--- src/rtl/bitty_fetch_pkg.sv ---
// Shared types for the bitty instruction fetch unit.
// FSM encoding and instruction width.
package bitty_fetch_pkg;

  localparam int INSTR_W = 16;

  typedef enum logic [2:0] {
    IDLE     = 3'd0,
    FETCH    = 3'd1,
    WAIT_MEM = 3'd2,
    ISSUE    = 3'd3,
    EXEC     = 3'd4,
    HALT     = 3'd5
  } state_t;

endpackage

--- src/rtl/bitty_watchdog.sv ---
// Saturating watchdog counter for the EXEC phase.
// expired flags the cycle whose increment reaches all-ones.
module bitty_watchdog #(
  parameter int W = 8
) (
  input  logic clk,
  input  logic reset,
  input  logic clr,
  input  logic en,
  output logic expired
);

  localparam logic [W-1:0] ONES = '1;
  localparam logic [W-1:0] LAST = {{(W-1){1'b1}}, 1'b0};

  logic [W-1:0] cnt;

  always_ff @(posedge clk) begin
    if (reset || clr)
      cnt <= '0;
    else if (en && cnt != ONES)
      cnt <= cnt + 1'b1;
  end

  assign expired = en && (cnt == LAST);

endmodule

--- src/rtl/bitty_fetch_unit.sv ---
// Fetch/sequencer feeding bitty_core: fetch, wait, issue, execute.
// All outputs are flops loaded from the next-state decode.
module bitty_fetch_unit
  import bitty_fetch_pkg::*;
#(
  parameter int ADDR_W    = 8,
  parameter int TIMEOUT_W = 8
) (
  input  logic               clk,
  input  logic               reset,
  input  logic               start,
  input  logic [ADDR_W-1:0]  start_addr,
  input  logic [ADDR_W-1:0]  stop_addr,
  output logic               mem_rd_en,
  output logic [ADDR_W-1:0]  mem_addr,
  input  logic [INSTR_W-1:0] mem_rdata,
  output logic               core_run,
  output logic [INSTR_W-1:0] core_instruction,
  input  logic               core_done,
  output logic [ADDR_W-1:0]  pc,
  output logic               busy,
  output logic               halted,
  output logic               timeout
);

  state_t            state;
  state_t            state_n;
  logic [ADDR_W-1:0] stop_q;
  logic              wd_expired;
  logic              take_start;
  logic              at_stop;

  assign take_start = start && (state == IDLE || state == HALT);
  assign at_stop    = (pc == stop_q);
  assign mem_addr   = pc;

  bitty_watchdog #(
    .W (TIMEOUT_W)
  ) u_wd (
    .clk     (clk),
    .reset   (reset),
    .clr     (state == ISSUE),
    .en      (state == EXEC),
    .expired (wd_expired)
  );

  always_ff @(posedge clk) begin
    if (reset)
      state <= IDLE;
    else
      state <= state_n;
  end

  always_comb begin
    state_n = state;
    unique case (state)
      IDLE,
      HALT: if (take_start) state_n = FETCH;
      FETCH:    state_n = WAIT_MEM;
      WAIT_MEM: state_n = ISSUE;
      ISSUE:    state_n = EXEC;
      EXEC: begin
        if (core_done)
          state_n = at_stop ? HALT : FETCH;
        else if (wd_expired)
          state_n = HALT;
      end
      default:  state_n = IDLE;
    endcase
  end

  always_ff @(posedge clk) begin
    if (reset) begin
      pc               <= '0;
      stop_q           <= '0;
      core_instruction <= '0;
      timeout          <= 1'b0;
      mem_rd_en        <= 1'b0;
      core_run         <= 1'b0;
      busy             <= 1'b0;
      halted           <= 1'b0;
    end else begin
      mem_rd_en <= (state_n == FETCH);
      core_run  <= (state_n == ISSUE);
      busy      <= !(state_n == IDLE || state_n == HALT);
      halted    <= (state_n == HALT);
      if (take_start) begin
        pc      <= start_addr;
        stop_q  <= stop_addr;
        timeout <= 1'b0;
      end
      if (state == WAIT_MEM)
        core_instruction <= mem_rdata;
      if (state == EXEC && core_done && !at_stop)
        pc <= pc + 1'b1;
      // done takes priority over a coinciding expiry
      if (state == EXEC && !core_done && wd_expired)
        timeout <= 1'b1;
    end
  end

endmodule

--- config.mk ---
export PLATFORM = sky130hd
export DESIGN_NAME = bitty_fetch_unit
export DESIGN_NICKNAME = d
export VERILOG_FILES = /design/src/rtl/bitty_fetch_pkg.sv /design/src/rtl/bitty_watchdog.sv /design/src/rtl/bitty_fetch_unit.sv
export SDC_FILE = /design/constraint.sdc
export NUM_CORES = 1
export LEC_CHECK = 0
export BUFFER_PORTS_ARGS = -buffer_cell sky130_fd_sc_hd__buf_4
export CAP_MARGIN = 0
export CELL_PAD_IN_SITES_DETAIL_PLACEMENT = 2
export CELL_PAD_IN_SITES_GLOBAL_PLACEMENT = 2
export CORE_UTILIZATION = 25
export DETAILED_ROUTE_END_ITERATION = 6
export PLACE_DENSITY_LB_ADDON = 0.05
export SKIP_LAST_GASP = 1
export SLEW_MARGIN = 40
export SYNTH_ARGS = -nofsm -noshare
export SYNTH_HDL_FRONTEND = slang
export SYNTH_SLANG_ARGS = --single-unit
--- constraint.sdc ---
create_clock -name clk -period 1.6 [get_ports clk]
set_clock_uncertainty 0.1 [all_clocks]
set_input_delay 0.24 -clock clk [delete_from_list [all_inputs] [get_ports clk]]
set_output_delay 0.24 -clock clk [all_outputs]
set_load 0.005 [all_outputs]
Yosys cells after proc, flatten, opt, wreduce, memory -nomap -nowiden
Cells that the tools add are included.
{ "totals": {"ff_bits": 48, "latch_bits": 0, "ramBits": 0, "romBits": 0, "inputBits": 36, "output_inout_bits": 37, "word_cells": 50, "mem_count": 0} }
{ "op_classes": {"addsub": 2, "multipliers": 0, "div": 0, "magnitude_cmp": 0, "eq_ne": 11, "n_shift": 0, "n_mux": 9, "n_bitwise": 0, "n_reduce_logical": 18} }
{ "ops": {"columns": ["operator", "n"], "rows": [
  ["$add 8x1->8 const B", 2],
  ["$mux 8", 2],
  ["$pmux 3 s5", 1],
  ["$mux 3", 4],
  ["$eq 3x2->1 const B", 3],
  ["$eq 3x3->1 const B", 3],
  ["$eq 8x8->1", 1],
  ["$eq 8x8->1 const B", 1],
  ["$ne 8x8->1 const B", 1],
  ["$logic_and 1x1->1", 7],
  ["$eq 3x1->1 const B", 2],
  ["$logic_not 3->1", 2],
  ["$reduce_bool 2->1", 2],
  ["$logic_not 1->1", 3],
  ["$logic_or 1x1->1", 3],
  ["$mux 1", 2],
  ["$reduce_or 2->1", 1]
]} }

Longest topological paths before layout
Gate-level depths: netlist of run 1.
{ "logic_depth": {"word_depth": 8, "depth_mapped": 8} }

By module
Synthesis of run 1 repeated with hierarchy kept, for this count alone.
{ "hier_totals": {"cells_unflattened": 277, "area_unflattened_um2": 2322.2} }
{ "by_module_without_submodules": {"columns": ["module", "instances", "cells_per_inst", "area_each_um2"], "rows": [
  ["bitty_fetch_unit", 1, 226, 1863.0],
  ["bitty_watchdog", 1, 51, 459.2]
]} }

Worst setup path after synthesis of run 1
Ideal clock, no wire load.
{ "synth_path": {"path_type": "reg2reg", "startpoint": "reg pc[4] (netlist: mem_addr[4])", "endpoint": "reg pc[6] (netlist: mem_addr[6])", "t_arrival_ns": 1.502, "t_required_ns": 1.426, "slack_ns": -0.076, "path_stages_with_launch": 7, "path_buffers": 1, "period_less_slack_ns": 1.676, "cell_sequence": "dfxtp_1 xor2_1 nor4_2 a21oi_4 buf_6 nand3b_1 a31oi_1"} }
{ "synth_via": {"elab_chain_len": 4} }
{ "synth_lines": {"columns": ["item", "line", "text"], "rows": [
  ["start: declaration", "bitty_fetch_unit.sv:20", "output logic [ADDR_W-1:0] pc,"],
  ["start signal: assignment", "bitty_fetch_unit.sv:88", "pc <= start_addr;"],
  ["start signal: assignment", "bitty_fetch_unit.sv:95", "pc <= pc + 1'b1;"],
  ["parallel branches: the longest is 4 deep, another holds $add 8x1->8", null, null]
]} }
Parallel ways; which one is timed is not known.
A chain may end at the register's enable or synchronous reset.

Worst setup path in the final report of run 1
{ "layout_path": {"startpoint": "reg stop_q[2]", "endpoint": "reg pc[0] (netlist: mem_addr[0])"} }
{ "layout_via": {"elab_chain_len": 4} }
{ "layout_lines": {"columns": ["item", "line", "text"], "rows": [
  ["start: declaration", "bitty_fetch_unit.sv:28", "logic [ADDR_W-1:0] stop_q;"],
  ["start signal: assignment", "bitty_fetch_unit.sv:89", "stop_q <= stop_addr;"],
  ["$eq 8x8->1 *", "bitty_fetch_unit.sv:34", "assign at_stop = (pc == stop_q);"],
  ["$logic_not 1->1 *", "bitty_fetch_unit.sv:94", "if (state == EXEC && core_done && !at_stop)"],
  ["$logic_and 1x1->1 *", "bitty_fetch_unit.sv:94", null],
  ["$mux 8 / $reduce_bool 2->1 (equally long branches)", null, null]
]} }
Mark *: on every way between the ends. The rest lies on a longest branch, timed or not.

==> results of run 1 <==
layout make-up:
type	count	area, sq um	area share [%]
Clock buffer	7	107.6	3.096
Clock inverter	1	8.758	0.2520
Inverter	5	18.77	0.5400
Multi-Input combinational cell	197	1292	37.19
Sequential cell	48	989.7	28.47
Tap cell	108	135.1	3.888
Timing Repair Buffer	119	923.4	26.57
report_power, final:
group / switching (mW) / internal [mW]
Sequential: 0.0717 / 1.30
Clock: 0.440 / 0.449
Combinational: 0.475 / 0.469
sequential cells by signal (all words and copies together) (netlist names):
signal / cells
busy: 1
core_instruction: 16
core_run: 1
halted: 1
mem_addr: 8
mem_rd_en: 1
state: 3
stop_q: 8
timeout: 1
u_wd.cnt: 8
worst max-delay path, stage by stage, from the launching register on:
cell	delay (ns)
dfxtp_2	0.35
xor2_1	0.16
nor4_2	0.29
buf_4	0.21
a21oi_4	0.10
mux2_4	0.31
a21oi_2	0.14
path summary, 6_finish.rpt:
check / start / endpoint / slack, ns
setup reg to reg: stop_q[2] / mem_addr[0] / -0.14
hold reg to reg: core_instruction[3] / core_instruction[3] / 0.36
hold / removal: stop_addr[3] / stop_q[3] / 0.07
setup / recovery: stop_q[2] / mem_addr[0] / -0.14
routing by layer:
| layer | global-route usage (%) | wire length (microns) | vias to the layer above | share of wire (%) |
|---|---|---|---|---|
| met5 | 0 | 0 | - | 0 |
| met4 | 5.970 | 107 | 0 | 1.3 |
| met3 | 2.686 | 196 | 6 | 2.5 |
| met2 | 31.91 | 4337 | 37 | 55 |
| met1 | 20.80 | 3303 | 1127 | 42 |
| li1 | - | - | 1105 | - |
stage by stage:
step	hold WS, ns	area [sq um]	setup WS (ns)
floorplan	0.2729	2246	-0.02105
global placement	0.3438	3047	-0.2380
detailed placement	0.3509	3047	-0.2857
CTS	0.05180	3344	-0.1166
global route	0.06257	3476	-0.2463
finish	0.07101	3476	-0.1449
cell usage in the layout, fill, tap and decap left out, types with 2 or more instances in the layout:
cell type / n
buf_4: 110
nand2_1: 64
dfxtp_1: 31
a21oi_1: 27
nor2_1: 19
dfxtp_2: 14
xor2_1: 9
buf_6: 8
nand3b_1: 7
clkbuf_8: 6
xor2_2: 5
a31oi_1: 5
nand2b_1: 4
a32oi_1: 4
and2_1: 4
inv_1: 3
nand3_1: 3
dfxtp_4: 3
nor2b_2: 2
nor2b_1: 2
a21oi_4: 2
xnor2_2: 2
or2_4: 2
inv_2: 2
nand4_1: 2
and3_1: 2
nor3_2: 2
mux2i_1: 2
a21oi_2: 2
ha_1: 2
logic make-up after synthesis:
family / count (synthesis) / share of synthesized area [%]
AOI/OAI and AO/OA: 48 / 13.52
xor gates and xnor gates: 17 / 6.705
adders and majority gates: 3 / 1.690
buffers and inverters: 27 / 6.479
DFF: 48 / 43.27
muxes: 4 / 1.915
and+or+nand+nor: 123 / 26.42
timing repair:
| action | in CTS | in global routing |
|---|---|---|
| setup endpoints to repair | 24 | 45 |
| buffers inserted | 6 | 6 |
| hold buffers | 0 | 0 |
| pin swaps | 17 | 15 |
| gates resized for setup | 28 | 24 |
| cloned | 2 | 1 |
==> impl_results.md, run 1 <==
- Outcome: finished, violations left
- Failing checks: setup timing
- Async set or reset register ratio after synthesis: 0%
- Root Buffer: clkbuf_8
- Actual slew at the worst max-slew pin: roughly 0.34 ns
- CP startpoint kind: register
- Top-area cell type share of the netlist area: a little over two fifths
- Post-route setup TNS: -1.066 ns
- Clk slew on worst S/H paths: 0.09 ns
- Largest area contributor in the netlist: dfxtp_1
- Synth Register Bits: 48
- Synthesized area: 2221 sq um
- Yosys Warn Count: 0
- RSZ-0062 raised after global routing: true
- Total nets after synthesis: 309
- Total design power: 3.206 mW
- Antenna violations before repair: 0
- Commonest cells in the netlist: nand2_1, dfxtp_1, a21oi_1
- Maxcap violations: 0
- CTS tree: done
- First-pass GRT wire length: ~12 mm
- Rows: 34
- Hold Violations, Final: 0
- Final Cycle Share: 109.1%
- Starting Density: 25.59%
- Cts bufs inserted: 5
- Chip Width: approximately 96 microns
- Core footprint: approximately 8700 sq um
- I/O pin count: between 70 and 80
- HP Class: in -> reg
- Iteration-0 DRC Markers: 45
- Worst path required time: 1.74 ns
- Fin worst setup slack: -0.1449 ns
- Max-slew headroom: 77.03%
- Post-DR vias/cell: 4.691
- Non-Filler Instances: 485
- Synth area leaders: dfxtp_1, nand2_1, a21oi_1
- Max IR drop VDD: around 0.34 mV
- Fin crit period: 1.745 ns
- R2R depth: 6
- IO buf count: 72
- Tot GR Track Use: 17.56%
- Final-report max-slew violation count: 0
- Via count: roughly 2,300
- Mean area per synthesized cell: 8.225 sq um
- Fin util: 40.05%
- Max frequency: 573.1 MHz
- Remaining antenna violation count after routing: 0
- DRC Markers: 0
- Clock Tree Buf Depth: 2
- Synth cell types: 40
- Critical path endpoint category: register
- Power density cells: 922.4 nW/um^2
- Routability Congestion: between 0.7 and 0.8
- Fill cell count: slightly below 1,000
- Die area: 9264 sq um
- Nets: 415
- Mapped Cells: between 200 and 300
- Vias in the first global route: 2,364
- Most numerous cell in the Yosys netlist: nand2_1
- Leakage: 1.474 nW
- Clk sink count: 48
- Seq/Total Area, Yosys: 43.27%
- Area delta synth->final: 56.51%
- Total grt overflow: 0
- Setup Crit Path Kind: reg -> reg
- EDFF count, synth: 0
- Share of layout cells above drive strength 1: 46.95%
- Worst hold path stage count: 3
- Drt pass-1 iters: 4
- Top FF cell, synth: dfxtp_1
- Inst Count DP: 463
- Setup violators final: 14
- Drt total wl: 7.945 mm
- H-tree Lvls: 2
- # diodes: 0
- Wirelength per Cell: about 16 microns
- Worst skew pair latency: 0.31 ns
- Die height: 96.25 microns
- Worst-path maximum fanout: 5
- Largest net degree at the start of global routing: 22
- DP Wirelength: 5.413 mm
- WP data arrival: 1.88 ns
No activity file was read; power rests on OpenSTA's default activity.
==> run 2, diff against run 1 <==
--- a/config.mk
+++ b/config.mk
@@ -7,9 +7,7 @@
 export LEC_CHECK = 0
 export BUFFER_PORTS_ARGS = -buffer_cell sky130_fd_sc_hd__buf_4
 export CAP_MARGIN = 0
-export CELL_PAD_IN_SITES_DETAIL_PLACEMENT = 2
-export CELL_PAD_IN_SITES_GLOBAL_PLACEMENT = 2
-export CORE_UTILIZATION = 25
+export CORE_UTILIZATION = 30
 export DETAILED_ROUTE_END_ITERATION = 6
 export PLACE_DENSITY_LB_ADDON = 0.05
 export SKIP_LAST_GASP = 1
==> run 2 against run 1 <==
Effect of this change:
- the run still ends with setup timing left
- cell area fell by 3.8%
- die area down 16%
- sequential share of layout area up 0.74 points
- largest cell class unchanged
- largest power group unchanged
- first-iteration DRC count grew 64%
- non-clock buffer count is 8 lower
- sequential power hardly changed
- global-route usage down 1.4 points
- maximum frequency increased by 4.5%
- critical path depth is the same
- register-to-register slack better by 0.07 ns
- clock-buffer cell count decreased by 2
==> impl_results.md, run 2 (synthesis gave the netlist of run 1 again) <==
- Outcome: finished, violations left
- Failing checks: setup timing
- Clock Tree Buf Depth: 2
- Actual slew at the worst max-slew pin: ~0.32 ns
- Drt total wl: 6.093 mm
- Sw frac: 29.79%
- Die area: 7751 sq um
- Leakage: 1.425 nW
- First-pass GRT wire length: roughly 9.5 mm
- Total design power: 3.193 mW
- CTS tree: done
- Clk pwr share: between 20 and 30%
- Fin crit period: 1.670 ns
- Final Cycle Share: 104.4%
- Hold Violations, Final: 0
- Drt pass-1 iters: 4
- Met3 Usage GRT: 4.995%
- Clk slew on worst S/H paths: 0.10 ns
- Setup violators final: 9
- Chip Width: 88.04 microns
- Share of layout cells above drive strength 1: approximately 42%
- Commonest non-fill, non-tap cells in the layout: buf_4, nand2_1, dfxtp_1, a21oi_1, nor2_1
- Reg power frac: roughly 43%
- RSZ-0062 raised after global routing: true
- Max-slew headroom: 78.77%
- H-tree Lvls: 2
- Root Buffer: clkbuf_8
- Iteration-0 DRC Markers: 74
- DRC Markers: 0
- IO buf count: ~70
- Max frequency: between 500 and 600 MHz
- HP Class: in -> reg
- Combinational share of power: 28.6%
- Worst-path maximum fanout: 5
- Worst skew pair latency: 0.31 ns
- Place WS: -0.1672 ns
- Die height: a little under 90 microns
- Via count: approximately 2,100
- Setup Crit Path Kind: reg -> reg
- Leading cell type in the layout, fill and taps excluded: buf_4
- Grt met1 use: 21.47%
- Met2 Track Usage GR: 24.45%
- Remaining antenna violation count after routing: 0
- Cts bufs inserted: 5
- Max IR drop VDD: 0.4330 mV
- Wirelength per Cell: 13.02 microns
- Largest Register: core_instruction
- Worst path max stage delay: 0.36 ns
- Fin worst setup slack: -0.07012 ns
- Starting Density: slightly above 30%
- Post-DR vias/cell: 4.549
- Clk sink count: 48
- Max reg flops: 16
- Largest net degree at the start of global routing: 22
- CP startpoint kind: register
- Area delta synth->final: 50.59%
- Nets: 407
- Critical path endpoint category: register
- DP Wirelength: 4.122 mm
- Vias in the first global route: a little under 2,000
- WP data arrival: about 1.8 ns
- Worst path required time: 1.75 ns
- Switching power: 951.4 uW
- Core footprint: 7214 sq um
- Total grt overflow: 0
- Final-report max-slew violation count: 0
- Power density cells: approximately 950 nW/um^2
- GRT busiest layer: met2
- # diodes: 0
- Antenna violations before repair: 0
- Tot GR Track Use: 16.19%
- Routability Congestion: 0.7509
- Int Pwr: 2.242 mW
- Slowest CP cell: dfxtp_4
- Maxcap violations: 0
- Rows: 31
- Crit-path cells: xor2_1 > nor4_2 > buf_4 > a21oi_4 > mux2_4 > a21oi_2
- I/O pin count: between 70 and 80
==> run 2: changes by cell type in the layout (fill, tap and decap cells not counted), moves of 3 or more <==
cell | before | now
buf_4 | 110 | 104
buf_6 | 8 | 5
dfxtp_1 | 31 | 37
dfxtp_2 | 14 | 10
==> run 2: area by class of cell <==
type / count / area, sq um
clock inverters: 3 / 47.55
fillers: 778 / 3870
clock buffers: 5 / 68.82
repair buffers: 111 / 859.6
inverters: 5 / 18.77
multi-input cells: 197 / 1249
flip-flops and latches: 48 / 977.2
well taps: 99 / 123.9
==> run 2: stage by stage <==
step	setup TNS (ns)	cells	area [sq um]	hold slack (ns)	utilization [%]
after CTS	-0.2094	463	3237	0.04976	44.87
after global placement	-1.010	452	3020	0.3425	41.87
after floorplan	-0.05659	270	2246	0.2729	-
final	-0.3485	468	3344	0.06445	46.36
after global routing	-1.366	468	3344	0.04671	46.36
after detailed placement	-0.8947	452	3020	0.3474	41.87
==> run 2: worst paths after layout <==
kind                         from                   end  slack, ns  cells after the start
max                   mem_addr[2]           mem_addr[0]      -0.07                      6
min                  mem_rdata[2]   core_instruction[2]       0.06                      3
max reg2reg           mem_addr[2]           mem_addr[0]      -0.07                      6
min reg2reg  core_instruction[11]  core_instruction[11]       0.36                      2
==> run 2: power by group through the flow <==
stage          clock network (mW)  registers, mW  logic (mW)
6_report                    0.919           1.36       0.912
5_1_grt                      1.01           1.38       0.999
4_1_cts                     0.957           1.36       0.871
3_5_place_dp                    0           1.38       0.779
3_3_place_gp                    0           1.38       0.783
2_1_floorplan                   0           1.40       0.399
==> run 2: timing repair <==
action,4_1_cts,5_1_grt
endpoints found under the hold margin,0,0
hold buffers,0,0
buffers inserted,1,4
cloned,2,1
endpoints found under the setup margin,17,39
pin swaps,11,9
resized for setup,16,18
==> run 2: layer usage <==
layer / up-vias / wire (microns)
met5: - / 0
met4: 0 / 120
met3: 10 / 375
met2: 65 / 2732
met1: 961 / 2865
li1: 1093 / -
==> run 2: critical path, delay by kind of cell (launching register included) <==
kind / cells / cell delay (ns)
multiplexers: 1 / 0.31
AND/OR/NAND/NOR: 1 / 0.29
flip-flops: 1 / 0.36
AO/OA/AOI/OAI: 2 / 0.20
buffers and inverters: 1 / 0.21
XOR/XNOR: 1 / 0.14
